--- config.mk ---
export PLATFORM = sky130hd
export DESIGN_NAME = pipe_hazard_ctrl
export DESIGN_NICKNAME = d
export VERILOG_FILES = /design/src/rtl/pipe_ctrl_pkg.sv /design/src/rtl/pipe_hazard_ctrl_hazard_detect.sv /design/src/rtl/pipe_hazard_ctrl.sv
export SDC_FILE = /design/constraint.sdc
export NUM_CORES = 1
export LEC_CHECK = 0
export ABC_AREA = 1
export ABC_CLOCK_PERIOD_IN_PS = 3900
export BUFFER_PORTS_ARGS = -buffer_cell sky130_fd_sc_hd__buf_2
export CAP_MARGIN = 5
export CORE_ASPECT_RATIO = 0.9
export CORE_MARGIN = 10
export CORE_UTILIZATION = 45
export DETAILED_ROUTE_END_ITERATION = 12
export HOLD_SLACK_MARGIN = 0.08
export PLACE_DENSITY = 0.67
export SYNTH_ARGS = -nofsm -noshare
export SYNTH_HDL_FRONTEND = slang
export SYNTH_SLANG_ARGS = --single-unit
--- constraint.sdc ---
create_clock -name clk -period 3.9 [get_ports clk]
set_clock_uncertainty 0.05 [all_clocks]
set_input_delay 0.78 -clock clk [delete_from_list [all_inputs] [get_ports clk]]
set_output_delay 0.78 -clock clk [all_outputs]
set_load 0.1 [all_outputs]
--- src/rtl/pipe_ctrl_pkg.sv ---
// Shared types and defaults for the pipeline sequencing controller.
//   state_e          : controller states (RUN, MEM_WAIT, ERROR)
//   CNT_W_DEF        : default width of the statistics counters
//   MEM_TIMEOUT_DEF  : default number of MEM_WAIT cycles before ERROR
//   WAIT_W           : width of the memory wait counter (covers 1..65535)
package pipe_ctrl_pkg;

  typedef enum logic [1:0] {
    RUN      = 2'd0,
    MEM_WAIT = 2'd1,
    ERROR    = 2'd2
  } state_e;

  localparam int unsigned CNT_W_DEF       = 16;
  localparam int unsigned MEM_TIMEOUT_DEF = 255;
  localparam int unsigned WAIT_W          = 16;

endpackage

--- src/rtl/pipe_hazard_ctrl_hazard_detect.sv ---
// hazard_detect: purely combinational register-dependency comparator.
// Ports:
//   src1, src2            : source registers of the ID instruction
//   use_src1, two_src     : which sources the ID instruction actually reads
//   exe_wb_en, exe_mem_read, exe_dest : EXE stage writer / load / destination
//   mem_wb_en, mem_dest   : MEM stage writer / destination
//   hazard                : ID instruction must wait one cycle
// With forwarding only a load in EXE can't be bypassed; without forwarding
// any pending write in EXE or MEM to a read source is a hazard. R0 is an
// ordinary register here, so no zero-register exemption.
module hazard_detect #(
  parameter bit FORWARD_EN = 1'b1
) (
  input  logic [3:0] src1,
  input  logic [3:0] src2,
  input  logic       use_src1,
  input  logic       two_src,
  input  logic       exe_wb_en,
  input  logic       exe_mem_read,
  input  logic [3:0] exe_dest,
  input  logic       mem_wb_en,
  input  logic [3:0] mem_dest,
  output logic       hazard
);

  logic match_exe;
  logic match_mem;

  assign match_exe = exe_wb_en &&
                     ((use_src1 && (src1 == exe_dest)) ||
                      (two_src  && (src2 == exe_dest)));

  assign match_mem = mem_wb_en &&
                     ((use_src1 && (src1 == mem_dest)) ||
                      (two_src  && (src2 == mem_dest)));

  assign hazard = FORWARD_EN ? (exe_mem_read && match_exe)
                             : (match_exe || match_mem);

endmodule

--- src/rtl/pipe_hazard_ctrl.sv ---
// pipe_hazard_ctrl: per-cycle advance/hold/flush decision for IF/ID and the
// ID/EX bubble, plus SRAM-wait tracking and saturating statistics.
// Ports:
//   clk, rst_n                         : clock, async active-low reset
//   src1, src2, use_src1, two_src      : ID stage sources
//   exe_wb_en, exe_mem_read, exe_dest  : EXE stage writer info
//   mem_wb_en, mem_dest                : MEM stage writer info
//   branch_taken                       : taken branch resolved in EXE
//   mem_req, sram_ready                : MEM stage SRAM handshake
//   cnt_clr                            : synchronous statistics clear
//   freeze_if, flush_if, flush_id, stall_all : combinational pipeline controls
//   mem_err                            : sticky SRAM timeout flag
//   stall_cnt, flush_cnt               : saturating statistics
//
// state    | meaning
// RUN      | normal flow; hazards and branches resolved every cycle
// MEM_WAIT | SRAM access outstanding, whole pipeline held
// ERROR    | SRAM access timed out; held until reset
module pipe_hazard_ctrl
  import pipe_ctrl_pkg::*;
#(
  parameter bit          FORWARD_EN  = 1'b1,
  parameter int unsigned MEM_TIMEOUT = MEM_TIMEOUT_DEF,
  parameter int unsigned CNT_W       = CNT_W_DEF
) (
  input  logic             clk,
  input  logic             rst_n,
  input  logic [3:0]       src1,
  input  logic [3:0]       src2,
  input  logic             use_src1,
  input  logic             two_src,
  input  logic             exe_wb_en,
  input  logic             exe_mem_read,
  input  logic [3:0]       exe_dest,
  input  logic             mem_wb_en,
  input  logic [3:0]       mem_dest,
  input  logic             branch_taken,
  input  logic             mem_req,
  input  logic             sram_ready,
  input  logic             cnt_clr,
  output logic             freeze_if,
  output logic             flush_if,
  output logic             flush_id,
  output logic             stall_all,
  output logic             mem_err,
  output logic [CNT_W-1:0] stall_cnt,
  output logic [CNT_W-1:0] flush_cnt
);

  // Last wait count before the timeout fires: entering MEM_WAIT loads 0, so
  // reaching MEM_TIMEOUT-1 without ready means MEM_TIMEOUT cycles spent.
  localparam logic [WAIT_W-1:0] WAIT_LAST = WAIT_W'(MEM_TIMEOUT - 1);

  state_e            state_q, state_d;
  logic [WAIT_W-1:0] wait_q, wait_d;
  logic              hazard;
  logic              run_rules;
  logic              stall_inc;
  logic              flush_inc;

  hazard_detect #(
    .FORWARD_EN (FORWARD_EN)
  ) u_hazard_detect (
    .src1         (src1),
    .src2         (src2),
    .use_src1     (use_src1),
    .two_src      (two_src),
    .exe_wb_en    (exe_wb_en),
    .exe_mem_read (exe_mem_read),
    .exe_dest     (exe_dest),
    .mem_wb_en    (mem_wb_en),
    .mem_dest     (mem_dest),
    .hazard       (hazard)
  );

  always_comb begin
    state_d   = state_q;
    wait_d    = wait_q;
    run_rules = 1'b0;
    freeze_if = 1'b0;
    flush_if  = 1'b0;
    flush_id  = 1'b0;
    stall_all = 1'b0;
    stall_inc = 1'b0;
    flush_inc = 1'b0;

    case (state_q)
      RUN: begin
        if (mem_req && !sram_ready) begin
          stall_all = 1'b1;
          state_d   = MEM_WAIT;
          wait_d    = '0;
        end else begin
          run_rules = 1'b1;
        end
      end
      MEM_WAIT: begin
        if (sram_ready) begin
          // Access completes: the pipeline moves again this very cycle.
          run_rules = 1'b1;
          state_d   = RUN;
          wait_d    = '0;
        end else begin
          stall_all = 1'b1;
          if (wait_q == WAIT_LAST) begin
            state_d = ERROR;
            wait_d  = '0;
          end else begin
            wait_d = wait_q + WAIT_W'(1);
          end
        end
      end
      ERROR: begin
        stall_all = 1'b1;
        freeze_if = 1'b1;
      end
      default: begin
        state_d = RUN;
        wait_d  = '0;
      end
    endcase

    // Branch flush outranks a data hazard: the dependent instruction is
    // being discarded anyway.
    if (run_rules) begin
      if (branch_taken) begin
        flush_if  = 1'b1;
        flush_id  = 1'b1;
        flush_inc = 1'b1;
      end else if (hazard) begin
        freeze_if = 1'b1;
        flush_id  = 1'b1;
        stall_inc = 1'b1;
      end
    end
  end

  always_ff @(posedge clk or negedge rst_n) begin
    if (!rst_n) begin
      state_q <= RUN;
      wait_q  <= '0;
      mem_err <= 1'b0;
    end else begin
      state_q <= state_d;
      wait_q  <= wait_d;
      mem_err <= mem_err | (state_d == ERROR);
    end
  end

  always_ff @(posedge clk or negedge rst_n) begin
    if (!rst_n) begin
      stall_cnt <= '0;
      flush_cnt <= '0;
    end else if (cnt_clr) begin
      stall_cnt <= '0;
      flush_cnt <= '0;
    end else begin
      if (stall_inc && (stall_cnt != '1)) stall_cnt <= stall_cnt + CNT_W'(1);
      if (flush_inc && (flush_cnt != '1)) flush_cnt <= flush_cnt + CNT_W'(1);
    end
  end

endmodule

* Yosys cells after proc, flatten, opt, wreduce, memory -nomap -nowiden
Cells that the tools add are included.
Cells by class: add/sub/neg operators 3, equality and inequality tests 9, muxes and demuxes 29, bitwise gates (word level) 2, reduce and logical (&&, ||, !) cells 13
Operator list (count):
- 2-to-1 mux 16 bit | 7
- adder 16 x 1 -> 16 bit, second input constant | 3
- case mux 16 bit (3 select lines) | 1
- inequality test 16 bit, second input constant | 2
- equality test 16 x 8 -> 1 bit, second input constant | 1
- 2-to-1 mux 1 bit | 15
- equality test 4 bit | 2
- logical AND 1 bit | 7
- 2-to-1 mux 2 bit | 3
- case mux 2 bit (3 select lines) | 1
- equality test 2 bit, second input constant | 2
- nonzero test 2 bit | 2
- case mux 1 bit (3 select lines) | 1
- equality test 2 x 1 -> 1 bit, second input constant | 1
- zero test 2 bit | 1
- inequality test 2 bit, second input constant | 1
- case mux 1 bit (2 select lines) | 1
- AND reduction 2 bit | 1
- zero test 1 bit | 1
- logical OR 1 bit | 1
- NOT 1 bit | 1
- OR 1 bit | 1
Word-level totals: flip-flop bits (word level) 51, output and inout bits 37, logic and storage cells 61

* Logic depth before layout (Yosys ltp)
Gate-level depths: netlist of run 1.
depth in word-level cells 11, mapped depth 11, mapped depth without buffers 10

* Modules after synthesis
From an unflattened synthesis of run 1, not the netlist that was laid out.
Second synthesis, totals: cells, all modules 497, area total of the unflattened synthesis 3417.0 um2
Modules (own cells, without submodules):
- pipe_hazard_ctrl | instances 1, cells each 463, area an instance 3263.1 um2, seq. area each 1276.2 um2
- hazard_detect | instances 1, cells each 34, area an instance 153.9 um2, seq. area each 0.0 um2

* Least setup slack after synthesis of run 1
Ideal clock, no wire load.
kind input-to-output, start input port exe_dest[1], end output port flush_id, arrival 1905 ps, data required time 3070 ps, slack 1165 ps, cell stages on the path 8, path buffers 0, path through inv_1 > nand2_1 > nand2_1 > nor2_1 > nand3_1 > nand2_1 > nand3_1 > nand2_1
Between the ends: longest elaborated chain between the ends 8, elaborated cells on any way between the ends 10, those cells by class eq/ne (2); mux (3); reduce/logical (5)
Ends and longest elaborated chain:
- start, declared | line pipe_hazard_ctrl.sv:34 | input logic [3:0] exe_dest,
- equality test 4 bit (on tied branches) | line pipe_hazard_ctrl_hazard_detect.sv:30, pipe_hazard_ctrl_hazard_detect.sv:31
- logical AND 1 bit (on tied branches) | line pipe_hazard_ctrl_hazard_detect.sv:30, pipe_hazard_ctrl_hazard_detect.sv:31
- logical OR 1 bit * | line pipe_hazard_ctrl_hazard_detect.sv:30 | ((use_src1 && (src1 == exe_dest)) ||
- logical AND 1 bit * | line pipe_hazard_ctrl_hazard_detect.sv:29 | assign match_exe = exe_wb_en &&
- logical AND 1 bit * | line pipe_hazard_ctrl_hazard_detect.sv:37 | assign hazard = FORWARD_EN ? (exe_mem_read && match_exe)
- 2-to-1 mux 1 bit * | line pipe_hazard_ctrl.sv:130 | end else if (hazard) begin
- 2-to-1 mux 1 bit * | line pipe_hazard_ctrl.sv:126 | if (branch_taken) begin
- 2-to-1 mux 1 bit * | line pipe_hazard_ctrl.sv:125 | if (run_rules) begin
- end, declared | line pipe_hazard_ctrl.sv:43 | output logic flush_id,
Every way passes the cells marked *; elsewhere a longest branch is shown, timed or not.

* Worst setup path in the final report of run 1
start input port exe_dest[1], end output port freeze_if
Between the ends: longest elaborated chain between the ends 8, elaborated cells on any way between the ends 10, those cells by class eq/ne (2); mux (3); reduce/logical (5)
Ends and longest elaborated chain:
- equality test 4 bit (on tied branches) | line pipe_hazard_ctrl_hazard_detect.sv:30, pipe_hazard_ctrl_hazard_detect.sv:31
- logical AND 1 bit (on tied branches) | line pipe_hazard_ctrl_hazard_detect.sv:30, pipe_hazard_ctrl_hazard_detect.sv:31
- logical OR 1 bit * | line pipe_hazard_ctrl_hazard_detect.sv:30
- logical AND 1 bit * | line pipe_hazard_ctrl_hazard_detect.sv:29
- logical AND 1 bit * | line pipe_hazard_ctrl_hazard_detect.sv:37
- 2-to-1 mux 1 bit * | line pipe_hazard_ctrl.sv:130
- 2-to-1 mux 1 bit * | line pipe_hazard_ctrl.sv:126
- 2-to-1 mux 1 bit * | line pipe_hazard_ctrl.sv:125
- end, declared | line pipe_hazard_ctrl.sv:41 | output logic freeze_if,
Marked as above.

==> flow_summary_export.csv, run 1 <==
group,metric,value,unit
hold_path,hp-class,"register to register",
yosys,synth_cell_types,34,
cells_and_area,final_cell_mix,"124 x nand2_1, 74 x nor2_1, 58 x buf_2",
grt,grt_pass1_vias,3075,
route,wl,8.36,mm
critical_path,critical_path_arrival,1.93,ns
yosys,ys_async_sr_fraction,100,%
critical_path,crit_type,"primary input to output port",
placement,dp_cells,616,
job,cap_violations,0,
clocking,postCtsSetupBuffers,0,
grt,grt_max_degree,34,
cells_and_area,final_cells,624,
power_and_ir_drop,p_per_area,320,nW/µm²
clocking,numCtsBuffers,5,
floorplanning,dieWidth,111,µm
cells_and_area,area_growth_syn_to_layout,14.4,%
cells_and_area,finalInstanceArea,3830,µm²
timing,fmax,0.363,GHz
grt,grt_pass1_wl,14.4,mm
clocking,cts_buffer_depth,2,
clocking,holdBufCountCts,0,
clocking,ctsRootBufferMaster,"clkbuf_8",
floorplanning,fp.dieH,102,µm
timing,setup_violations,0,
route,viasPerCell,5.11,
power_and_ir_drop,max-vdd-ir-drop,0.210,mV
yosys,ys_top_cells_by_area,"dfrtp_1 38%, nand2_1 14%, nor2_1 8.3%",
floorplanning,core.rowCount,29,
timing,rsz0062_at_grt,"no",
critical_path,crit_fanout,3,
yosys,synthCells,474,
yosys,yosysTopAreaCellShare,38.1,%
timing,worst_slew_pin_slew,0.801,ns
timing,fin_crit,2.76,ns
grt,overflow,0,
yosys,postSynthRegisterBits,51,
placement,placed_area,3700,µm²
clocking,cts.clk_slew.worst_paths,0.10,ns
clocking,clkLatencyLatePin,0.31,ns
yosys,yosysWarnings,0,
floorplanning,coreArea,7150,µm²
cells_and_area,drive_gt1_share,16.6,%
status,status,"finished, final reports clean",
clocking,cts_resized,0,
placement,place_hpwl,6.25,mm
timing,setup-tns-final,0,ns
timing,slew-limit-headroom,46.6,%
route,drtIter0Drc,219,
floorplanning,dieArea,11300,µm²
grt,antenna_found_initial,0,
placement,post-place-ws,1.13,ns
yosys,syn_area_per_cell,7.06,µm²
clocking,clock_sinks,51,
clocking,cts_max_level,2,
critical_path,cp_data_required_time,3.07,ns
yosys,yosysTopAreaCell,"dfrtp_1",
yosys,dominantRegCellSynth,"dfrtp_1",
route,dr.pass1.iters,4,
placement,port_buffers,58,
timing,fin_crit_sh,70.7,%
power_and_ir_drop,p_leak,1.91,nW
yosys,synth_seq_area_share,38.1,%
yosys,synth_edf_count,0,
placement,gp_congestion,0.893,
floorplanning,io_pins,64,
route,ant_nets,0,
yosys,synth_nets,505,
route,wl_per_cell,13.4,µm
cells_and_area,diodes,0,
timing,setup_ws,1.14,ns
cells_and_area,nNetsFinal,561,
floorplanning,initial_utilization,46.8,%
grt,track_usage,14.9,%
route,drc,0,
critical_path,worstSetupEndpointType,"output port",
timing,holdWs,0.435,ns
critical_path,critPathLaunchType,"primary input",
clocking,cts_tree,"done",
timing,slew_violations,0,
route,dr_total_vias,3189,
cells_and_area,layout_commonest_cell,"nand2_1",
yosys,syn_area,3350,µm²
timing,finalHoldViolCount,0,
## report_power, final
part / switching [W] / internal, W / total (W)
Clock: 0.000186 / 0.000257 / 0.000443
Sequential: 0.0000160 / 0.000542 / 0.000558
Combinational: 0.000178 / 0.0000467 / 0.000225
## logic make-up (layout without fill, tap and decap cells)
kind of cell | Yosys count | count (layout) | share of synthesized area, %
xor+xnor | 22 | 22 | 5.76
fa+ha+maj | 4 | 4 | 1.50
compound gates | 35 | 35 | 6.92
simple gates | 296 | 296 | 39.5
buf+inv | 66 | 123 | 8.22
flops | 51 | 51 | 38.1
## through the flow
step	utilization, %	total power, W
floorplan	-	0.000738
global placement	51.7	0.000791
detailed placement	51.7	0.000795
CTS	53.6	0.00124
global route	53.6	0.00128
finish	53.6	0.00123
## layout make-up
type / instances / area (µm²)
clock inverters: 2 / 60.1
well taps: 93 / 116
inverters: 56 / 210
clock buffers: 6 / 72.6
multi-input cells: 357 / 1800
fillers: 703 / 3320
repair buffers: 59 / 298
flip-flops and latches: 51 / 1280
## worst paths after layout
| path | from | to | slack, ns | cells after the start |
|---|---|---|---|---|
| max in group asynchronous | rst_n | flush_cnt[8]$_DFFE_PN0P_ | 2.53 | 2 |
| worst max-delay path | exe_dest[1] | freeze_if | 1.14 | 10 |
| worst min-delay path | state_q[0]$_DFF_PN0_ | state_q[0]$_DFF_PN0_ | 0.44 | 1 |
| worst min register to register | state_q[0]$_DFF_PN0_ | state_q[0]$_DFF_PN0_ | 0.44 | 1 |
| worst max register to register | flush_cnt[0]$_DFFE_PN0P_ | flush_cnt[8]$_DFFE_PN0P_ | 1.81 | 9 |
| min in group asynchronous | rst_n | stall_cnt[5]$_DFFE_PN0P_ | 0.50 | 1 |
## Yosys cell counts (2+ instances only)
cell      instances
buf_6             2
o21ai_1           3
nand2_1         124
dfrtp_1          51
nor2_1           74
clkbuf_1          4
nand3_1          48
nor2_4            2
inv_1            52
a21oi_1           6
nand2_2           2
xnor2_1           4
o21ai_2           6
buf_4             3
nor3b_1           3
nand4_1          14
nand2_4           3
xor2_1           18
nor3_1           21
inv_2             4
o31ai_1           4
ha_1              4
o21ai_0          11
## flip-flops by register name (all words and copies together) (netlist names)
register and count:
wait_q 16, mem_err 1, stall_cnt 16, flush_cnt 16
state_q 2
## critical path, stage by stage
cell and delay (ns):
buf_2 0.10, inv_1 0.05, nand2_1 0.06, nand2_1 0.04, nor2_1 0.10, nand3_1 0.08
nand2_1 0.14, nand3_1 0.09, nand2_1 0.07, buf_2 0.42
## metal layers
layer  global-route usage (%)  vias to the layer above  part of all wire, %
met3                     4.22                        4                  6.6
met4                     3.40                        0                 0.53
met1                     19.8                     1477                   49
met5                        0                        -                    0
li1                         -                     1633                    -
met2                     23.7                       75                   44
Note: power is estimated with default switching activity, not from simulation.
==> inputs of run 2 (changes only) <==
ABC_CLOCK_PERIOD_IN_PS = 2830   (was 3900)
clock period = 2.83 ns   (was 3.9 ns; I/O delays follow)
==> flow_summary_export.csv, run 2 (synthesis results as in run 1) <==
group,metric,value,unit
status,status,"finished, final reports clean",
route,viasPerCell,5.14,
timing,worst_slew_pin_slew,0.635,ns
power_and_ir_drop,p_per_area,394,nW/µm²
clocking,postCtsSetupBuffers,0,
timing,fin_crit,2.43,ns
power_and_ir_drop,switching_share,34.1,%
critical_path,critPathLaunchType,"register",
grt,grt_max_degree,28,
clocking,holdBufCountCts,0,
power_and_ir_drop,p_leak,1.91,nW
hold_path,hp-class,"primary input to async pin",
cells_and_area,final_cell_mix,"124 x nand2_1, 74 x nor2_1, 58 x buf_2",
placement,dp_cells,619,
clocking,cts_max_level,2,
floorplanning,dieArea,11300,µm²
route,drc,0,
critical_path,r2r-end,"flush_cnt[11]$_DFFE_PN0P_",
timing,fmax,0.411,GHz
critical_path,cp_slowest_cell,"dfrtp_1",
cells_and_area,area_growth_syn_to_layout,13.5,%
grt,grt_pass1_vias,3145,
clocking,numCtsBuffers,5,
cells_and_area,finalInstanceArea,3800,µm²
placement,gp_congestion,0.907,
grt,antenna_found_initial,0,
critical_path,crit_type,"register to output port",
floorplanning,dieWidth,111,µm
power_and_ir_drop,max-vdd-ir-drop,0.267,mV
critical_path,path_cells,"inv_1 > nand2_1 > o21ai_0 > nand3_1 > nand2_1 > buf_2",
timing,fin_crit_sh,86.0,%
timing,setup_ws,0.397,ns
route,dr_total_vias,3224,
power_and_ir_drop,power.switching,0.000510,W
cells_and_area,final_cells,627,
critical_path,r2r_cells,9,
timing,setup-tns-final,0,ns
critical_path,path_buf_inv,2,
timing,finalHoldViolCount,0,
grt,overflow,0,
cells_and_area,diodes,0,
critical_path,crit_fanout,4,
cells_and_area,layout_commonest_cell,"nand2_1",
route,drtIter0Drc,143,
cells_and_area,final_util,53.2,%
floorplanning,fp.dieH,102,µm
floorplanning,io_pins,64,
clocking,clkLatencyLatePin,0.31,ns
route,ant_nets,0,
clocking,cts_resized,0,
critical_path,worstSetupEndpointType,"output port",
floorplanning,coreArea,7150,µm²
power_and_ir_drop,internal_power,0.000988,W
placement,placed_area,3720,µm²
critical_path,critPathMostFrequentCell,"nand2_1",
grt,track_usage,15.2,%
timing,slew_violations,0,
floorplanning,core.rowCount,29,
grt,grt_pass1_wl,14.6,mm
critical_path,critical_path_arrival,1.82,ns
power_and_ir_drop,seqPwrFrac,51.3,%
floorplanning,initial_utilization,46.8,%
critical_path,reg2reg_slack,0.68,ns
cells_and_area,drive_gt1_share,16.9,%
power_and_ir_drop,comb_power_share,20.9,%
clocking,clock_sinks,51,
critical_path,path_delay_family,"buffers and inverters",
clocking,cts.clk_slew.worst_paths,0.09,ns
cells_and_area,nNetsFinal,564,
job,cap_violations,0,
route,dr.pass1.iters,5,
cells_and_area,top_regs,"flush_cnt: 16 flops, stall_cnt: 16 flops, wait_q: 16 flops",
clocking,ctsRootBufferMaster,"clkbuf_8",
route,wl,8.50,mm
timing,slew-limit-headroom,57.6,%
timing,rsz0062_at_grt,"no",
timing,setup_violations,0,
critical_path,crit_path_max_incr_delay,0.43,ns
critical_path,reg2reg_from,"flush_cnt[0]$_DFFE_PN0P_",
clocking,cts_tree,"done",
placement,port_buffers,58,
placement,post-place-ws,0.495,ns
clocking,cts_buffer_depth,2,
placement,place_hpwl,6.41,mm
route,wl_per_cell,13.6,µm
critical_path,cp_data_required_time,2.21,ns
power_and_ir_drop,pwr-share-clk,27.8,%
[run 2: cell count changes in the layout (fill, tap and decap cells not counted)]
cell	before	now
clkinv_2	0	1
bufinv_16	2	0
buf_4	1	4
clkbuf_1	1	2
[run 2: cell type report]
| class | instances | area (µm²) |
|---|---|---|
| flip-flops and latches | 51 | 1280 |
| clock buffers | 7 | 76.3 |
| fillers | 719 | 3350 |
| multi-input cells | 357 | 1800 |
| well taps | 93 | 116 |
| repair buffers | 62 | 320 |
| inverters | 56 | 210 |
| clock inverters | 1 | 5.00 |
[run 2: metrics by stage]
stage	hold slack [ns]	total power [W]
floorplan	0.220	0.00102
global placement	0.422	0.00109
detailed placement	0.426	0.00110
CTS	0.248	0.00152
global route	0.261	0.00158
finish	0.224	0.00150
[run 2: how the worst max path moves through the flow]
stage / startpoint / end / slack (ns) / depth (start not counted)
3_5_place_dp: exe_dest[1] / freeze_if / 0.49 / 10
5_1_grt: state_q[1]$_DFF_PN0_ / flush_id / 0.21 / 6
2_1_floorplan: flush_cnt[0]$_DFFE_PN0P_ / flush_cnt[9]$_DFFE_PN0P_ / 0.46 / 9
6_report: state_q[1]$_DFF_PN0_ / flush_id / 0.40 / 6
3_3_place_gp: exe_dest[1] / freeze_if / 0.52 / 10
4_1_cts: state_q[1]$_DFF_PN0_ / flush_id / 0.37 / 6
[run 2: power groups by stage]
| stage | Clock [W] | Sequential [W] | Combinational (W) |
|---|---|---|---|
| 4_1_cts | 0.000434 | 0.000769 | 0.000317 |
| 2_1_floorplan | 0 | 0.000858 | 0.000159 |
| 3_5_place_dp | 0 | 0.000783 | 0.000316 |
| 3_3_place_gp | 0 | 0.000782 | 0.000311 |
| 6_report | 0.000417 | 0.000769 | 0.000313 |
| 5_1_grt | 0.000465 | 0.000774 | 0.000340 |
[run 2: routing by layer]
metal / vias up / global-route usage, % / part of all wire, %
li1: 1635 / - / -
met1: 1496 / 19.4 / 48
met2: 87 / 24.3 / 45
met3: 6 / 4.86 / 6.5
met4: 0 / 4.40 / 0.92
met5: - / 0 / 0
[run 2: worst reg2reg max path, delay by kind of cell (launching register included)]
family	cells	cell delay (ns)
buffers and inverters	1	0.21
and+or+nand+nor	6	1.06
adders and majority gates	1	0.23
DFF	1	0.45
AOI/OAI and AO/OA	1	0.06
